### config.mk
export PLATFORM = sky130hd
export DESIGN_NAME = ob_cmd_ingress
export DESIGN_NICKNAME = d
export VERILOG_FILES = /design/src/rtl/ob_pkg.sv /design/src/rtl/ob_cmd_fifo.sv /design/src/rtl/ob_cmd_ingress.sv
export SDC_FILE = /design/constraint.sdc
export NUM_CORES = 1
export LEC_CHECK = 0
export ABC_CLOCK_PERIOD_IN_PS = 11250
export BUFFER_PORTS_ARGS = -buffer_cell sky130_fd_sc_hd__buf_2
export CAP_MARGIN = 20
export CELL_PAD_IN_SITES_DETAIL_PLACEMENT = 0
export CELL_PAD_IN_SITES_GLOBAL_PLACEMENT = 1
export CORE_MARGIN = 2
export CORE_UTILIZATION = 55
export CTS_BUF_LIST = sky130_fd_sc_hd__clkbuf_16
export CTS_CLUSTER_SIZE = 12
export DETAILED_ROUTE_END_ITERATION = 8
export PLACE_DENSITY = 0.85
export REMOVE_ABC_BUFFERS = 1
export SYNTH_ARGS = -nofsm -noshare
export SYNTH_HDL_FRONTEND = slang
export SYNTH_HIERARCHICAL = 1
export SYNTH_SLANG_ARGS = --single-unit
### constraint.sdc
create_clock -name clk -period 11.25 [get_ports clk]
set_clock_uncertainty 0.15 [all_clocks]
set_input_delay 1.6875 -clock clk [delete_from_list [all_inputs] [get_ports clk]]
set_output_delay 1.6875 -clock clk [all_outputs]
set_load 0.005 [all_outputs]
### src/rtl/ob_pkg.sv
// -----------------------------------------------------------------------------
// ob_pkg
// Shared order-book types: command uid, opcode encoding, operand fields and the
// packed command word carried from the host through ingress into the book.
// Also provides is_legal_opcode(), the screen used by the ingress stage, and
// the default ingress FIFO depth.
// -----------------------------------------------------------------------------
package ob_pkg;

   localparam int OB_CMD_INGRESS_DEPTH_DFLT = 8;

   localparam int UID_W   = 8;
   localparam int QTY_W   = 16;
   localparam int PRICE_W = 16;

   typedef logic [UID_W-1:0] uid_t;

   // Only these encodings are meaningful to the book; every other 4-bit value
   // is an illegal opcode and is screened out at ingress.
   typedef enum logic [3:0] {
      Op_Nop       = 4'h0,
      Op_QryBidAsk = 4'h1,
      Op_Buy       = 4'h2,
      Op_Sell      = 4'h3
   } opcode_t;

   typedef struct packed {
      logic [QTY_W-1:0]   qty;
      logic [PRICE_W-1:0] price;
   } oprand_t;

   typedef struct packed {
      uid_t    uid;
      opcode_t opcode;
      oprand_t oprand;
   } cmd_t;

   function automatic logic is_legal_opcode(input opcode_t op);
      case (op)
         Op_Nop, Op_QryBidAsk, Op_Buy, Op_Sell: return 1'b1;
         default:                               return 1'b0;
      endcase
   endfunction

endpackage : ob_pkg

### src/rtl/ob_cmd_fifo.sv
// -----------------------------------------------------------------------------
// ob_cmd_fifo
// Generic synchronous FIFO with registered pointers and a combinational head.
// Pointers carry one extra wrap bit so full and empty are distinguishable
// without a separate counter.
//
// Ports:
//   clk    in   clock, posedge
//   rst    in   asynchronous reset, active-low
//   push   in   write wdata this cycle (ignored when full)
//   wdata  in   WIDTH-bit write data
//   pop    in   advance the read pointer this cycle (ignored when empty)
//   rdata  out  head entry (valid while !empty)
//   full   out  DEPTH entries held
//   empty  out  no entries held
//   count  out  occupancy, 0..DEPTH
// -----------------------------------------------------------------------------
module ob_cmd_fifo
   import ob_pkg::*;
#(
   parameter  int WIDTH = 8,
   parameter  int DEPTH = OB_CMD_INGRESS_DEPTH_DFLT,
   localparam int AW    = $clog2(DEPTH),
   localparam int PW    = AW + 1
) (
   input  logic             clk,
   input  logic             rst,
   input  logic             push,
   input  logic [WIDTH-1:0] wdata,
   input  logic             pop,
   output logic [WIDTH-1:0] rdata,
   output logic             full,
   output logic             empty,
   output logic [PW-1:0]    count
);

   logic [WIDTH-1:0] mem [DEPTH];
   logic [PW-1:0]    wp;
   logic [PW-1:0]    rp;
   logic             do_push;
   logic             do_pop;

   assign do_push = push & ~full;
   assign do_pop  = pop & ~empty;

   always_ff @(posedge clk or negedge rst) begin
      if (!rst) begin
         wp <= '0;
         rp <= '0;
      end else begin
         // NOTE: non-blocking assignments so every flop samples pre-edge values
         // regardless of statement order; blocking here would race with readers.
         if (do_push) wp <= wp + 1'b1;
         if (do_pop)  rp <= rp + 1'b1;
      end
   end

   // NOTE: storage is deliberately not reset; the pointers alone define which
   // entries are valid, and a reset on the array would cost a flop per bit.
   always_ff @(posedge clk) begin
      if (do_push) mem[wp[AW-1:0]] <= wdata;
   end

   assign empty = (wp == rp);
   assign full  = (wp[AW] != rp[AW]) && (wp[AW-1:0] == rp[AW-1:0]);
   assign count = wp - rp;
   assign rdata = mem[rp[AW-1:0]];

endmodule : ob_cmd_fifo

### src/rtl/ob_cmd_ingress.sv
// -----------------------------------------------------------------------------
// ob_cmd_ingress
// Command ingress in front of the order book. Host commands arrive on a
// valid/ready handshake, illegal opcodes are discarded (reported on a one-cycle
// drop pulse), legal ones are queued in order and issued to the book at most
// one per cycle whenever the book's registered cmd_full_r is low. All
// book-facing outputs are registered.
//
// Optional build macro: OB_CMD_INGRESS_STATS_EN
//   adds saturating accepted/issued/dropped counters and an occupancy
//   high-water mark.
//
// Ports:
//   clk              in   clock, posedge
//   rst              in   asynchronous reset, active-low
//   in_vld           in   host command valid
//   in_cmd           in   host command (cmd_t)
//   in_rdy           out  registered !full; low in reset
//   cmd_vld_r        out  command valid to the book
//   cmd_r            out  command to the book, held when cmd_vld_r is low
//   cmd_full_r       in   book back-pressure
//   drop_vld_r       out  one-cycle pulse per discarded illegal command
//   drop_uid_r       out  uid of the last discarded command
//   busy             out  queue non-empty or cmd_vld_r high
//   stat_accepted_r  out  (stats) accepted handshakes, saturating
//   stat_issued_r    out  (stats) commands issued, saturating
//   stat_dropped_r   out  (stats) commands dropped, saturating
//   stat_hwm_r       out  (stats) peak queue occupancy since reset
// -----------------------------------------------------------------------------
module ob_cmd_ingress
   import ob_pkg::*;
#(
   parameter int DEPTH = OB_CMD_INGRESS_DEPTH_DFLT,
   parameter int CNT_W = 32
) (
   input  logic                    clk,
   input  logic                    rst,
   input  logic                    in_vld,
   input  cmd_t                    in_cmd,
   output logic                    in_rdy,
   output logic                    cmd_vld_r,
   output cmd_t                    cmd_r,
   input  logic                    cmd_full_r,
   output logic                    drop_vld_r,
   output uid_t                    drop_uid_r,
   output logic                    busy
`ifdef OB_CMD_INGRESS_STATS_EN
   ,
   output logic [CNT_W-1:0]        stat_accepted_r,
   output logic [CNT_W-1:0]        stat_issued_r,
   output logic [CNT_W-1:0]        stat_dropped_r,
   output logic [$clog2(DEPTH):0]  stat_hwm_r
`endif
);

   localparam int PW = $clog2(DEPTH) + 1;

   if ((DEPTH < 2) || ((DEPTH & (DEPTH - 1)) != 0) || (CNT_W < 1)) begin : g_bad_param
      $error("ob_cmd_ingress: DEPTH must be a power of 2 >= 2 and CNT_W >= 1");
   end

   cmd_t          head;
   logic          fifo_full;
   logic          fifo_empty;
   logic [PW-1:0] occ;
   logic [PW-1:0] occ_next;

   logic          accept;
   logic          push;
   logic          drop;
   logic          pop;

   // Screening and issue decisions for this edge.
   // NOTE: every always_comb output gets a default first so no path leaves a
   // signal unassigned, which would otherwise infer a latch.
   always_comb begin
      accept = 1'b0;
      push   = 1'b0;
      drop   = 1'b0;
      pop    = 1'b0;
      if (in_vld && in_rdy) begin
         accept = 1'b1;
         push   = is_legal_opcode(in_cmd.opcode);
         drop   = ~is_legal_opcode(in_cmd.opcode);
      end
      // The pop looks only at the pre-edge queue, so a command pushed into an
      // empty queue waits one cycle rather than bypassing to the book.
      if (!fifo_empty && !cmd_full_r) pop = 1'b1;
   end

   // Occupancy after this edge; in_rdy is registered from it so it is low
   // exactly while the queue holds DEPTH entries.
   assign occ_next = occ + PW'(push) - PW'(pop);

   ob_cmd_fifo #(
      .WIDTH ($bits(cmd_t)),
      .DEPTH (DEPTH)
   ) u_fifo (
      .clk   (clk),
      .rst   (rst),
      .push  (push),
      .wdata (in_cmd),
      .pop   (pop),
      .rdata (head),
      .full  (fifo_full),
      .empty (fifo_empty),
      .count (occ)
   );

   always_ff @(posedge clk or negedge rst) begin
      if (!rst) begin
         in_rdy     <= 1'b0;
         cmd_vld_r  <= 1'b0;
         cmd_r      <= '0;
         drop_vld_r <= 1'b0;
         drop_uid_r <= '0;
      end else begin
         in_rdy     <= (occ_next != PW'(DEPTH));
         cmd_vld_r  <= pop;
         if (pop)  cmd_r      <= head;
         drop_vld_r <= drop;
         if (drop) drop_uid_r <= in_cmd.uid;
      end
   end

   assign busy = ~fifo_empty | cmd_vld_r;

`ifdef OB_CMD_INGRESS_STATS_EN
   // Event counters stick at all-ones instead of wrapping.
   always_ff @(posedge clk or negedge rst) begin
      if (!rst) begin
         stat_accepted_r <= '0;
         stat_issued_r   <= '0;
         stat_dropped_r  <= '0;
         stat_hwm_r      <= '0;
      end else begin
         if (accept && (stat_accepted_r != '1)) stat_accepted_r <= stat_accepted_r + 1'b1;
         if (pop    && (stat_issued_r   != '1)) stat_issued_r   <= stat_issued_r + 1'b1;
         if (drop   && (stat_dropped_r  != '1)) stat_dropped_r  <= stat_dropped_r + 1'b1;
         // Tracked against the post-edge occupancy so the mark is current.
         if (occ_next > stat_hwm_r) stat_hwm_r <= occ_next;
      end
   end
`else
   // No statistics logic in this build; the command path above is unchanged.
`endif

endmodule : ob_cmd_ingress

After elaboration in Yosys (flattened, before gate mapping)
Memories as Yosys holds them, arrays and structs flattened. A register that Yosys moved wholly into a read port is not among the register bits. Cells that the tools add are included.

Add/sub/neg operators: 5. Eq/ne operators: 7. Mux-type cells: 7. Bitwise gates (word level): 6. Reduce and logical (&&, ||, !) cells: 8.

Operators with widths (number): 4-bit by 1-bit adder with 4-bit output (second input constant) (2); 4-bit by 2-bit == test with 1-bit output (second input constant) (2); 1-bit two-way mux (7); 4-bit by 1-bit adder with 4-bit output (1); 4-bit by 1-bit == test with 1-bit output (second input constant) (1); 4-bit == test (1); 4-bit logical NOT (1); 4-bit != test (second input constant) (1); 4-bit OR reduction (1); 4-bit by 1-bit subtractor with 4-bit output (1); 4-bit subtractor (1); 3-bit == test (1); 1-bit logical AND (3); 1-bit logical NOT (3); 1-bit inverter (3); 1-bit AND (2); 1-bit != test (1); 1-bit bitwise OR (1).

Flip-flop bits (word level): 19. RAM bits: 352. Output and inout port bits: 56. Logic and storage cells: 40. Memories: 1.

Memories: u_fifo.mem (words 8, width 44, read ports 1, clocked after memory_dff 1, write ports 1, line ob_cmd_fifo.sv:37) `logic [WIDTH-1:0] mem [DEPTH];`.

Longest topological paths before layout
Word-level depth: 7. Depth in mapped cells: 16. Depth with buffers taken out: 13.

Cells and area by module
Netlist, hierarchy kept.

Modules (own cells, without submodules): ob_cmd_fifo (instances 1, cells an instance 659, area an instance 13809.5 um^2, seq. area each 10770.3 um^2); ob_cmd_ingress (instances 1, cells an instance 138, area an instance 2233.4 um^2, seq. area each 1376.3 um^2).

Worst setup path before layout
OpenSTA, ideal clock, no wires.

Path type: input -> register. From: input port in_vld. To: memory u_fifo/mem[0][0] (netlist bit), enable pin. Library setup time: 0.555 ns. Arrival: 6.491 ns. Data required time: 10.545 ns. Setup slack: 4.054 ns. Cell stages on the path: 4. Path through: nand2_1 > nor3_1 > o21ai_4 > nor4_1.

Word-level cells in the longest chain between the ends: 5.

Ends and longest elaborated chain: start, declared (line ob_cmd_ingress.sv:38) `input logic in_vld,`; 1-bit logical AND (line ob_cmd_ingress.sv:81) `if (in_vld && in_rdy) begin`; 1-bit two-way mux (line ob_cmd_ingress.sv:81); via push (line ob_cmd_ingress.sv:69) `logic push;`; 1-bit AND (line ob_cmd_fifo.sv:43) `assign do_push = push & ~full;`; 1-bit two-way mux (line ob_cmd_fifo.sv:61) `if (do_push) mem[wp[AW-1:0]] <= wdata;`; 1-bit two-way mux (implied by the code) (line ob_cmd_fifo.sv:61); end, declared (line ob_cmd_fifo.sv:37).

The timed path passes the listed nets, and every way through them passes these cells.

Final worst setup path
From: register u_fifo.rp[2]. To: output port busy.

Word-level cells in the longest chain between the ends: 3.

Ends and longest elaborated chain: start, declared (line ob_cmd_fifo.sv:39) `logic [PW-1:0] rp;`; start signal, assigned (line ob_cmd_fifo.sv:54) `if (do_pop) rp <= rp + 1'b1;`; 4-bit == test (line ob_cmd_fifo.sv:64) `assign empty = (wp == rp);`; via fifo_empty (line ob_cmd_ingress.sv:64) `logic fifo_empty;`; 1-bit inverter (line ob_cmd_ingress.sv:126) `assign busy = ~fifo_empty | cmd_vld_r;`; 1-bit bitwise OR (line ob_cmd_ingress.sv:126); end, declared (line ob_cmd_ingress.sv:46) `output logic busy`.

The timed path passes the listed nets, and every way through them passes these cells.

==> impl_metrics.ini <==
[layout]
area_growth_pct = 13.45
utilization_pct = 63.40
layout.nets = 985
antennaDiodeCount = 0
fill_cells = 1994
drive_gt1_share_pct = 33.47

[worst_hold_path]
min_path_type = reg -> reg
hp-start = cmd_r[33]$_DFFE_PN0P_
hold_depth = 1
min_to = cmd_r[33]$_DFFE_PN0P_

[power_and_ir_drop]
switchingPower_mw = 1.278
clockPowerShare_pct = 27.5
switching_share_pct = 28.84
leakage_nw = 6.580
total_power_mw = 4.432
ir_drop_v = 0.0001955
power_frac_seq_pct = 44.7
pwr-share-comb_pct = 27.9
intPower_mw = 3.154
power_density_nw_per_um2 = 243.6

[worst_setup_path]
crit_chain = inv_2, ha_1, nand3_1, nor2_1, nand2b_1, buf_2
worstRegToRegCells = 13
critical_path_buf_inv_count = 2
cp_max_fo = 46
setup.worst_path.class = reg -> out
path_delay_family = flip-flops
r2r_setup_slack_ns = 6.74
arrival_ns = 3.56
end_kind = output pin
critPathMaxStageDelay_ns = 1.02
cp_slowest_cell = dfrtp_2
cp.required_ns = 9.41
startpoint = u_fifo/rp[2]$_DFFE_PN0P_
r2r_start = u_fifo/rp[2]$_DFFE_PN0P_
r2r_end = in_rdy$_DFF_PN0_
start_kind = flop

[timing]
fin_crit_sh_pct = 47.95
setup_violations = 0
min_period_ns = 5.394
timing.fmax_mhz = 185.4
rsz0062_at_grt = false
hold_viol_final = 0
slew_viol_final = 0
worstMarginPinSlew_ns = 1.005
relSlewSlack_pct = 33.02
tns_ns = 0

[floorplan]
rows = 62
die_h_um = 174.8
start_util_pct = 55.88
die-width_um = 174.8
core_um2 = 28700
pin_count = 104
dieArea_um2 = 30540

[global_route]
grt_overflow = 0
track_usage_pct = 19.70
grt_max_degree = 64
grt_pass1_wl_mm = 45.82
grt_antenna_before_repair = 0
first_global_vias = 7981

[flow_run]
drv_cap = 0

[status]
outcome = completed

[route]
firstDrtPassIters = 5
via_count = 7529
drtIter0Drc = 532
drc = 0
wl_per_cell_um = 21.63
viasPerCell = 5.606
ant_nets = 0
routed_wirelength_mm = 29.05

[clocking]
tritoncts = yes
clk_latency_ns = 0.52
cts_setup_buffers = 0
numCtsBuffers = 42
cts_max_level = 2
cts_max_path_buffers = 3
clk_root_buffer_cell = clkbuf_16
postCtsHoldBufs = 0
clk_pin_slew_ns = 0.06
clock-sinks = 415
cts_resized = 0

[placed_design]
routabilityCongestion = 0.7195
dp_hpwl_mm = 16.73
port_buffers = 103

[synthesis]
yosysWarningCount = 6
synth_cells = 796
syn_area_um2 = 16040
synth.avg_cell_area_um2 = 20.15
==> flip-flops by register name, indices dropped and copies added (netlist names) <==
signal / cells
drop_uid_r: 8
u_fifo/wp: 4
in_rdy: 1
u_fifo/mem: 352
cmd_vld_r: 1
drop_vld_r: 1
cmd_r: 44
u_fifo/rp: 4
==> layout make-up <==
cell class / instances / area (um^2) / share of cell area, %
Clock buffer: 43 / 1076 / 5.913
Clock inverter: 34 / 133.9 / 0.7357
Inverter: 16 / 60.06 / 0.3301
Multi-Input combinational cell: 331 / 3625 / 19.92
Sequential cell: 415 / 12160 / 66.80
Tap cell: 384 / 480.5 / 2.640
Timing Repair Buffer: 120 / 665.6 / 3.658
==> how the worst max path moves through the flow <==
stage,end,slack (ns),depth (start not counted)
after floorplan,u_fifo/mem[0][0]$_DFFE_PP_,1.93,4
after global placement,busy,6.37,6
after detailed placement,busy,6.33,6
after CTS,busy,5.78,6
after global routing,busy,5.56,6
final,busy,5.86,6
==> layout by cell type (no fill, tap or decap), types with 2 or more instances in the layout <==
cell type	n
buf_2	102
fa_1	2
nor2_4	4
inv_1	41
a21o_1	2
a21oi_1	2
mux4_2	88
clkinv_1	6
dfrtp_1	60
nand3_1	5
clkbuf_16	43
mux2_1	3
ha_1	9
nor3_2	4
xor2_1	5
mux2_4	8
nand2_1	136
mux2_2	43
xnor2_1	6
edfxtp_1	352
nor2_1	5
dfrtp_4	2
buf_4	17
==> worst register-to-register path, cell delays in order (launching register included) <==
cell	delay, ns
dfrtp_2	1.02
inv_2	0.72
ha_1	0.56
nand3_1	0.22
nor2_1	0.30
nor2_4	0.05
ha_1	0.28
inv_1	0.06
ha_1	0.16
inv_1	0.06
fa_1	0.40
xnor2_1	0.13
nor3b_1	0.18
nand3_1	0.09
==> per-layer routing <==
| metal | global-route usage [%] | up-vias | wire, um |
|---|---|---|---|
| met5 | 0 | - | 0 |
| met3 | 3.460 | 33 | 1582 |
| met2 | 33.56 | 212 | 14940 |
| met1 | 26.91 | 3916 | 12110 |
| li1 | - | 3368 | - |
| met4 | 4.688 | 0 | 408 |
==> power groups by stage <==
stage                     Combinational [mW]  Sequential, mW  Clock, mW
after global routing                    1.36            2.00       1.31
after CTS                               1.25            1.98       1.24
after detailed placement                1.24            2.02          0
after global placement                  1.22            2.01          0
final                                   1.23            1.98       1.22
after floorplan                        0.855            2.07          0
==> per-stage QoR <==
stage	std cells	setup WS [ns]	hold WS [ns]	instance area [um^2]
after global placement	1265	6.370	0.3168	16960
after detailed placement	1265	6.333	0.3258	16960
after CTS	1342	5.781	0.3381	18170
after global routing	1343	5.559	0.3620	18200
final	1343	5.856	0.3294	18200
after floorplan	762	1.927	0.3328	15790
Power figures use the tool's default switching activity.
